===== src/rtl/in_n_out_pkg.sv =====
// Shared types and constants for the in_n_out sequencer.
// State encoding, widths and result slot helper.
package in_n_out_pkg;

  localparam int CODE_W    = 3;
  localparam int RES_W     = 2;
  localparam int NUM_CODES = 8;
  localparam int TMR_W     = 8;

  typedef enum logic [1:0] {
    ST_IDLE,
    ST_APPLY,
    ST_SAMPLE,
    ST_DONE
  } state_t;

  function automatic logic [3:0] slot_lo(
    input logic [CODE_W-1:0] c
  );
    return {c, 1'b0};
  endfunction

endpackage


===== src/rtl/in_n_out_dwell_timer.sv =====
// Dwell timer for the in_n_out sequencer.
// 8-bit down-counter, load has priority over decrement.
module in_n_out_dwell_timer
  import in_n_out_pkg::*;
(
  input  logic             clk,
  input  logic             rst,
  input  logic             load,
  input  logic             en,
  input  logic [TMR_W-1:0] load_val,
  output logic [TMR_W-1:0] value,
  output logic             zero
);

  always_ff @(posedge clk) begin
    if (rst) begin
      value <= '0;
    end else if (load) begin
      value <= load_val;
    end else if (en) begin
      value <= value - TMR_W'(1);
    end
  end

  assign zero = (value == '0);

endmodule


===== src/rtl/in_n_out_sequencer.sv =====
// Stimulus/capture sequencer for simple_in_n_out.
// Sweeps code 0..LAST_CODE, holds each, captures outputs.
module in_n_out_sequencer
  import in_n_out_pkg::*;
#(
  parameter int DWELL     = 4,
  parameter int LAST_CODE = 7
) (
  input  logic                       clk,
  input  logic                       rst,
  input  logic                       start,
  input  logic                       abort,
  output logic                       in_1,
  output logic                       in_2,
  output logic                       in_3,
  input  logic                       out_1,
  input  logic                       out_2,
  output logic                       busy,
  output logic                       done,
  output logic [CODE_W-1:0]          code,
  output logic [NUM_CODES*RES_W-1:0] result,
  output logic [NUM_CODES-1:0]       result_valid
);

  localparam logic [CODE_W-1:0] LAST =
    CODE_W'(LAST_CODE);
  localparam logic [TMR_W-1:0] RELOAD =
    TMR_W'(DWELL - 1);

  state_t state, state_nx;

  logic [CODE_W-1:0] code_q;
  logic              is_last;
  logic              go;
  logic              tmr_load;
  logic              tmr_en;
  logic              tmr_zero;
  logic [TMR_W-1:0]  tmr_value;

  assign is_last = (code_q == LAST);
  assign go      = start & ~abort;

  assign tmr_load =
    ((state == ST_IDLE) & go) |
    ((state == ST_SAMPLE) & ~abort & ~is_last);
  assign tmr_en =
    (state == ST_APPLY) & (|tmr_value);

  in_n_out_dwell_timer u_timer (
    .clk      (clk),
    .rst      (rst),
    .load     (tmr_load),
    .en       (tmr_en),
    .load_val (RELOAD),
    .value    (tmr_value),
    .zero     (tmr_zero)
  );

  always_ff @(posedge clk) begin
    if (rst) begin
      state <= ST_IDLE;
    end else begin
      state <= state_nx;
    end
  end

  always_comb begin
    state_nx = state;
    unique case (state)
      ST_IDLE: begin
        if (go) state_nx = ST_APPLY;
      end
      ST_APPLY: begin
        if (abort)         state_nx = ST_IDLE;
        else if (tmr_zero) state_nx = ST_SAMPLE;
      end
      ST_SAMPLE: begin
        if (abort)        state_nx = ST_IDLE;
        else if (is_last) state_nx = ST_DONE;
        else              state_nx = ST_APPLY;
      end
      ST_DONE: begin
        state_nx = ST_IDLE;
      end
      default: state_nx = ST_IDLE;
    endcase
  end

  always_comb begin
    busy = 1'b0;
    done = 1'b0;
    unique case (state)
      ST_APPLY:  busy = 1'b1;
      ST_SAMPLE: busy = 1'b1;
      ST_DONE:   done = 1'b1;
      default:   ;
    endcase
  end

  // A capture in SAMPLE completes even when aborted.
  always_ff @(posedge clk) begin
    if (rst) begin
      code_q       <= '0;
      result       <= '0;
      result_valid <= '0;
    end else begin
      unique case (state)
        ST_IDLE: begin
          if (go) begin
            code_q       <= '0;
            result       <= '0;
            result_valid <= '0;
          end
        end
        ST_APPLY: begin
          if (abort) code_q <= '0;
        end
        ST_SAMPLE: begin
          result[slot_lo(code_q) +: RES_W]
            <= {out_2, out_1};
          result_valid[code_q] <= 1'b1;
          if (abort | is_last) code_q <= '0;
          else code_q <= code_q + CODE_W'(1);
        end
        ST_DONE: begin
          code_q <= '0;
        end
        default: code_q <= '0;
      endcase
    end
  end

  assign code = code_q;
  assign in_1 = code_q[0];
  assign in_2 = code_q[1];
  assign in_3 = code_q[2];

endmodule

===== config.mk =====
export PLATFORM = sky130hd
export DESIGN_NAME = in_n_out_sequencer
export DESIGN_NICKNAME = d
export VERILOG_FILES = /design/src/rtl/in_n_out_pkg.sv /design/src/rtl/in_n_out_dwell_timer.sv /design/src/rtl/in_n_out_sequencer.sv
export SDC_FILE = /design/constraint.sdc
export NUM_CORES = 1
export LEC_CHECK = 0
export ABC_AREA = 1
export CELL_PAD_IN_SITES_DETAIL_PLACEMENT = 1
export CELL_PAD_IN_SITES_GLOBAL_PLACEMENT = 2
export CORE_UTILIZATION = 28
export CTS_CLUSTER_DIAMETER = 150
export CTS_CLUSTER_SIZE = 24
export DETAILED_ROUTE_END_ITERATION = 8
export PLACE_DENSITY_LB_ADDON = 0.1
export SLEW_MARGIN = 20
export SYNTH_ARGS = -nofsm -noshare
export SYNTH_HDL_FRONTEND = slang
export SYNTH_SLANG_ARGS = --single-unit

===== constraint.sdc =====
create_clock -name clk -period 1.92 [get_ports clk]
set_input_delay 0.192 -clock clk [delete_from_list [all_inputs] [get_ports clk]]
set_output_delay 0.192 -clock clk [all_outputs]
set_load 0.1 [all_outputs]

==> results of run 1 <==
==> registers in the layout (all words and copies together) (netlist names) <==
register / count
u_timer.value: 8
result: 16
state: 2
code: 3
result_valid: 8
==> Yosys cell counts (all sizes together) <==
library cell   n  area, um2
nand3b         1       7.51
nor2          29        119
clkbuf         2       7.51
nand4          6       37.5
inv           39        146
buf            6       50.0
ha            13        163
a211oi         3       22.5
a31oi          1       6.26
xnor2          2       17.5
nand2         80        305
a21oi         34        193
nand3         29        150
or2            1       6.26
dfxtp         37        741
o21ai          6       41.3
xor2           1       8.76
==> cells by family (layout without fill, tap and decap cells) <==
logic type | after synthesis | in the layout | synth area share
compound gates | 44 | 44 | 0.130
buf+inv | 47 | 90 | 0.101
flops | 37 | 37 | 0.366
xor+xnor | 3 | 3 | 0.0130
simple gates | 146 | 146 | 0.309
fa+ha+maj | 13 | 13 | 0.0804
==> report_power, final <==
part / internal (mW) / switching (mW) / leakage [nW]
registers: 0.822 / 0.0623 / 0.301
clock network: 0.252 / 0.287 / 0.0450
logic: 0.327 / 0.748 / 0.748
total: 1.40 / 1.10 / 1.09
==> cell type report <==
class	count	area (um2)	share of cell area
multi-input cells	206	1090	0.428
flip-flops and latches	37	749	0.294
repair buffers	43	360	0.141
inverters	39	146	0.0574
well taps	96	120	0.0471
clock buffers	6	72.6	0.0284
clock inverters	2	10.0	0.00392
==> cell usage in the layout, fill, tap and decap left out, types with 2 or more instances in the layout <==
cell / synthesis / final
nand2_1: 78 / 78
buf_4: 3 / 36
inv_1: 35 / 35
dfxtp_1: 37 / 34
a21oi_1: 28 / 28
nand3_1: 28 / 28
nor2_1: 25 / 25
ha_1: 13 / 11
a21oi_2: 6 / 6
nand4_1: 6 / 6
clkbuf_8: 0 / 5
clkdlybuf4s50_1: 0 / 5
inv_2: 4 / 4
o21ai_0: 4 / 4
nor2_2: 4 / 4
a211oi_1: 3 / 3
nand2_2: 2 / 2
xnor2_1: 2 / 2
clkinv_2: 0 / 2
dfxtp_4: 0 / 2
buf_12: 0 / 2
==> per-layer routing <==
metal / routed length, um / up-vias / global-route usage
li1: - / 1006 / -
met2: 2530 / 32 / 0.262
met4: 73 / 0 / 0.0591
met5: 0 / - / 0
met1: 2690 / 902 / 0.200
met3: 202 / 8 / 0.0370
==> worst max-delay path, stage by stage, from the launching register on <==
cell and delay [ps]:
dfxtp_4 410, inv_1 120, ha_2 220, ha_4 300
inv_1 70, nor2_1 100, nand3_1 110, nand2_1 70
nand2_1 70, nand2_1 80, a21oi_1 50
==> final timing paths <==
kind | from | slack, ps | cells past startpoint | endpoint
setup / recovery | code[1] | 200 | 10 | result[8]
hold / removal | result_valid[5] | 460 | 2 | result_valid[5]
setup reg to reg | code[1] | 200 | 10 | result[8]
hold reg to reg | result_valid[5] | 460 | 2 | result_valid[5]
==> metrics by stage <==
| step | hold slack, ps | cells |
|---|---|---|
| CTS | 464 | 429 |
| floorplan | 261 | 290 |
| finish | 457 | 429 |
| global placement | 441 | 421 |
| global route | 484 | 429 |
| detailed placement | 450 | 421 |
==> summary.md, run 1 <==
| Metric | Value |
|---|---|
| Status | completed |
| Data arrival, critical path | 1890 ps |
| Routed WL per cell | 12.8 um |
| CP Capture Type | flip-flop |
| Post-synthesis sequential area ratio | 0.366 |
| Placed Instance Area | 2450 um2 |
| Fin. Hold Viols | 0 |
| RSZ-0062 raised after global routing | false |
| Power Dens Cells | 979 nW/um2 |
| Placed wire-length estimate | 4.17 mm |
| Cells after synthesis | 290 |
| CTS root buf | clkbuf_8 |
| Vias in the first global route | 1,973 |
| 1st-pass router iterations | 4 |
| Clock Latency Late Sink | 290 ps |
| Startpoint Class | flip-flop |
| Starting DRT DRC Count | 64 |
| Clk slew on worst S/H paths | 80 ps |
| Initial antenna violation count | 0 |
| Die Y-Extent | 87.0 um |
| Final Instance Area | 2550 um2 |
| Pre-CTS setup slack | 107 ps |
| Ant. Diodes | 0 |
| Leakage | 1.09 nW |
| Worst slew pin tran | 450 ps |
| Max-slew headroom | 0.699 |
| Post-synthesis net count | 309 |
| Post-CTS setup buffers | 0 |
| Placer Congestion | 0.742 |
| Peak supply drop | 393 uV |
| Required @ worst endpoint | 2090 ps |
| Core area | 6870 um2 |
| Fin worst setup slack | 202 ps |
| Final Setup Violations | 0 |
| Total die area | 7560 um2 |
| Detail Route Antenna Nets | 0 |
| Final Slew Violations | 0 |
| Fin util | 0.371 |
| F_max | 582 MHz |
| Num CTS Buffers | 5 |
| Clk_skew | 7.62 ps |
| Synth cell types | 26 |
| Critical path fanouts, max | 9 |
| Post-synthesis register bit count | 37 |
| Cts hold-fix bufs | 0 |
| GR Util All Layers | 0.158 |
| Setup TNS | 0 ps |
| Synth-to-Final Area Change | 26.2% |
| Post-CTS sizing | 0 |
| H-Tree Depth | 2 |
| Synth Warn # | 0 |
| Bufs on Longest Clock Path | 2 |
| Clock period minus worst slack | 1720 ps |
| Grt ovf | 0 |
| Via count | 1,948 |
| Number of buffer cells added on primary ports | 37 |
| Crit share post-route | 0.895 |
| Cell area after synthesis | 2020 um2 |
| Clk sinks | 37 |
| Boundary pin count | 38 |
| Largest net degree at the start of global routing | 20 |
| Final Power | 2.50 mW |
| Layout Nets | 351 |
| Final Routed Wirelength | 5.49 mm |
| DRC errors left | 0 |
| Starting Density | 0.294 |
| Die Width | 87.0 um |
| Worst Setup Path Type | reg -> reg |
| Via density per instance | 4.54 |
| Hold Path Class | reg -> reg |
| TritonCTS clock tree | built |
| Share of layout cells above drive strength 1 | 0.204 |
| Row count | 30 |
| Filler cells | 893 |
| Synthesized area per cell | 6.97 um2 |
| Global-route wire length before repair | 9.27 mm |
| Max_cap viols | 0 |
No activity file was read; power rests on OpenSTA's default activity.
==> inputs of run 2 (changes only) <==
--- a/config.mk
+++ b/config.mk
@@ -13,6 +13,7 @@
 export CTS_CLUSTER_SIZE = 24
 export DETAILED_ROUTE_END_ITERATION = 8
 export PLACE_DENSITY_LB_ADDON = 0.1
+export SKIP_LAST_GASP = 1
 export SLEW_MARGIN = 20
 export SYNTH_ARGS = -nofsm -noshare
 export SYNTH_HDL_FRONTEND = slang
==> results of run 2 <==
The final DEF is identical to that of run 1; final timing and power are the same.
==> inputs of run 3 (changes only) <==
--- a/config.mk
+++ b/config.mk
@@ -5,10 +5,9 @@
 export SDC_FILE = /design/constraint.sdc
 export NUM_CORES = 1
 export LEC_CHECK = 0
-export ABC_AREA = 1
 export CELL_PAD_IN_SITES_DETAIL_PLACEMENT = 1
 export CELL_PAD_IN_SITES_GLOBAL_PLACEMENT = 2
-export CORE_UTILIZATION = 28
+export CORE_UTILIZATION = 30
 export CTS_CLUSTER_DIAMETER = 150
 export CTS_CLUSTER_SIZE = 24
 export DETAILED_ROUTE_END_ITERATION = 8
==> summary.md, run 3 <==
| Metric | Value |
|---|---|
| Final Slew Violations | 0 (unchanged) |
| Top reg by flops | result |
| Startpoint Class | flip-flop |
| Fin util | 0.413 (+0.0414) |
| Top flop regs | result: 16 flops, result_valid: 8 flops, u_timer.value: 8 flops |
| RSZ-0062 raised after global routing | false |
| Max-slew headroom | 0.685 (-0.0145) |
| Post-synthesis net count | 227 (-27%) |
| Grt ovf | 0 (unchanged) |
| Die Y-Extent | 81.0 um (-6.9%) |
| Layout Nets | 270 (-23%) |
| Share of layout cells above drive strength 1 | 0.266 (+0.0617) |
| Comb pwr share | 0.213 (-0.218) |
| Final Routed Wirelength | 5.05 mm (-8.1%) |
| 1st-pass router iterations | 4 (unchanged) |
| Clk sinks | 37 (unchanged) |
| Global-route wire length before repair | 8.18 mm (-12%) |
| Clock Latency Late Sink | 290 ps (about the same) |
| Filler cells | 717 (-20%) |
| Top post-synthesis cells by area | dfxtp_1, mux2i_1, ha_1 |
| Synth Warn # | 0 (unchanged) |
| Ys async rst share | 0 (unchanged) |
| Crit path cell chain | inv_1 -> ha_1 -> or3b_4 -> o2111ai_1 -> or4_1 -> a21oi_1 |
| Clock period minus worst slack | 1780 ps (+59.3 ps) |
| Cell accounting for the most synthesized area | dfxtp_1 |
| Cell area after synthesis | 1870 um2 (-7.4%) |
| Commonest non-fill, non-tap cell in the layout | buf_4 |
| Synth-to-Final Area Change | 31.3% |
| Max_cap viols | 0 (unchanged) |
| Vias in the first global route | 1,656 (-16%) |
| Synth cell types | 38 (+46%) |
| Share of the synthesized area in the top cell type | 0.395 (+0.0291) |
| Met3 Usage GRT | 0.0337 (-0.00326) |
| Number of buffer cells added on primary ports | 37 (unchanged) |
| Commonest cells in the netlist | dfxtp_1, nor2_1, nand2_1 |
| CTS root buf | clkbuf_8 |
| Die Width | 81.0 um (-6.9%) |
| Most frequent cell after synthesis | dfxtp_1 |
| Worst slew pin tran | 470 ps (+19.9 ps) |
| Placer Congestion | 0.788 (+6.3%) |
| Num CTS Buffers | 5 (unchanged) |
| Clock share of power | 0.352 (+0.136) |
| Setup TNS | 0 ps (unchanged) |
| Via density per instance | 5.07 (+12%) |
| DRC errors left | 0 (unchanged) |
| Starting DRT DRC Count | 50 (-22%) |
| Internal | 1.32 mW (-5.7%) |
| Worst Setup Path Type | reg -> reg |
| Number of synthesized flops with an enable pin | 0 (unchanged) |
| Initial antenna violation count | 0 (unchanged) |
| Bufs on Longest Clock Path | 2 (unchanged) |
| Via count | 1,658 (-15%) |
| Data arrival, critical path | 2000 ps (+110 ps) |
| Hold Path Class | reg -> reg |
| Busiest grt layer | met2 |
| TritonCTS clock tree | built |
| Met1 GRT Util | 0.227 (+0.0275) |
| Row count | 28 (-6.7%) |
| Largest net degree at the start of global routing | 17 (-15%) |
| Required @ worst endpoint | 2140 ps (+50 ps) |
| Core area | 5960 um2 (-13%) |
| Peak supply drop | 362 uV (-7.9%) |
| Leakage | 1.02 nW (-6.4%) |
| Critical path fanouts, max | 4 (-5) |
| Crit share post-route | 0.926 (+0.0309) |
| Total die area | 6560 um2 (-13%) |
| CP max-delay cell | or4_1 |
| Max reg flops | 16 (unchanged) |
| F_max | 562 MHz (-3.3%) |
| H-Tree Depth | 2 (unchanged) |
| Clk slew on worst S/H paths | 70 ps (about the same) |
| Most used DFF post-synth | dfxtp_1 |
| Routed WL per cell | 15.4 um (+21%) |
| Fin. Hold Viols | 0 (unchanged) |
| Placed wire-length estimate | 3.91 mm (-6.4%) |
| Synthesized area per cell | 9.01 um2 (+29%) |
| Cells after synthesis | 208 (-28%) |
| Boundary pin count | 38 (unchanged) |
| CP max stage delay | 450 ps (+40 ps) |
| Status | completed |
| NetSw | 544 uW (-50%) |
| Starting Density | 0.314 (+0.0201) |
| Power Dens Cells | 758 nW/um2 (-23%) |
| Met2 Usage GRT | 0.251 (-0.0107) |
| Most frequent cells in the layout | buf_4, dfxtp_1, nor2_1, nand2_1, mux2i_1 |
| Clk_skew | 2.20 ps (-5.42 ps) |
| Sw Ratio | 0.292 (-0.147) |
| Detail Route Antenna Nets | 0 (unchanged) |
| Ant. Diodes | 0 (unchanged) |
| Final Setup Violations | 0 (unchanged) |
| CP Capture Type | flip-flop |
| Reg power frac | 0.435 (+0.081) |
| Post-synthesis register bit count | 37 (unchanged) |
| GR Util All Layers | 0.163 (+0.00478) |
| Post-synthesis sequential area ratio | 0.395 (+0.0291) |
==> run 3: changes by cell type in the layout (fill, tap and decap cells not counted), sizes merged, moves of 3 or more <==
cell    change
nand2b      +5
o21ai       -4
mux2i      +18
nand3      -18
a21oi      -24
a41oi       +7
nand2      -59
inv        -30
nor2b       +3
nor2        -5
nor3        +6
buf         +3
==> run 3: power by group through the flow <==
stage | registers [mW] | clock network (mW) | logic [mW]
after CTS | 0.811 | 0.671 | 0.386
after floorplan | 0.838 | 0 | 0.254
after global routing | 0.815 | 0.706 | 0.433
final | 0.812 | 0.655 | 0.397
after detailed placement | 0.829 | 0 | 0.383
after global placement | 0.827 | 0 | 0.374
==> run 3: layer usage <==
metal  vias up  wire length (um)
met5         -                 0
met3         6               176
met1       802              2510
met2        31              2310
li1        819                 -
met4         0                53
==> run 3: final cells by class <==
| cell class | instances | area [um2] | area share |
|---|---|---|---|
| inverter | 9 | 33.8 | 0.0137 |
| sequential | 37 | 752 | 0.306 |
| clock buffer | 8 | 111 | 0.0453 |
| tap | 75 | 93.8 | 0.0382 |
| multi-input combinational | 151 | 1070 | 0.437 |
| timing repair buffer | 47 | 394 | 0.160 |
==> run 3: final timing paths <==
kind	cells after the start	slack, ps	endpoint	from
hold / removal	2	470	result[8]	result[8]
setup reg to reg	6	140	u_timer.value[7]	u_timer.value[0]
hold reg to reg	2	470	result[8]	result[8]
setup / recovery	6	140	u_timer.value[7]	u_timer.value[0]
==> run 3: logic make-up (layout without fill, tap and decap cells) <==
| group | after synthesis | after routing | share of synthesized area |
|---|---|---|---|
| adder cells (fa/ha/maj) | 13 | 13 | 0.0868 |
| AO/OA/AOI/OAI | 30 | 30 | 0.120 |
| AND/OR/NAND/NOR | 84 | 84 | 0.223 |
| multiplexers | 19 | 19 | 0.102 |
| buffers and inverters | 20 | 64 | 0.0494 |
| flip-flops | 37 | 37 | 0.395 |
| XOR/XNOR | 5 | 5 | 0.0234 |
==> run 3: worst max-delay path: cells and delay by family, from the launching register on <==
| kind | cells | cell delay [ps] |
|---|---|---|
| buffers and inverters | 1 | 90 |
| and+or+nand+nor | 2 | 710 |
| AOI/OAI and AO/OA | 2 | 340 |
| DFF | 1 | 360 |
| adders and majority gates | 1 | 210 |
==> run 3: what timing repair did <==
action	CTS	global route
hold buffers	0	0
gates resized for setup	0	5
buffers inserted	0	0
setup endpoints to repair	0	5
==> run 3: per-stage QoR <==
step	instance area, um2	total power, mW	instances	hold WS [ps]	setup slack, ps
finish	2460	1.86	327	465	142
floorplan	1910	1.09	208	354	17.8
global placement	2320	1.20	318	446	156
CTS	2430	1.87	326	471	28.9
global route	2460	1.95	327	481	17.4
detailed placement	2320	1.21	318	460	66.2
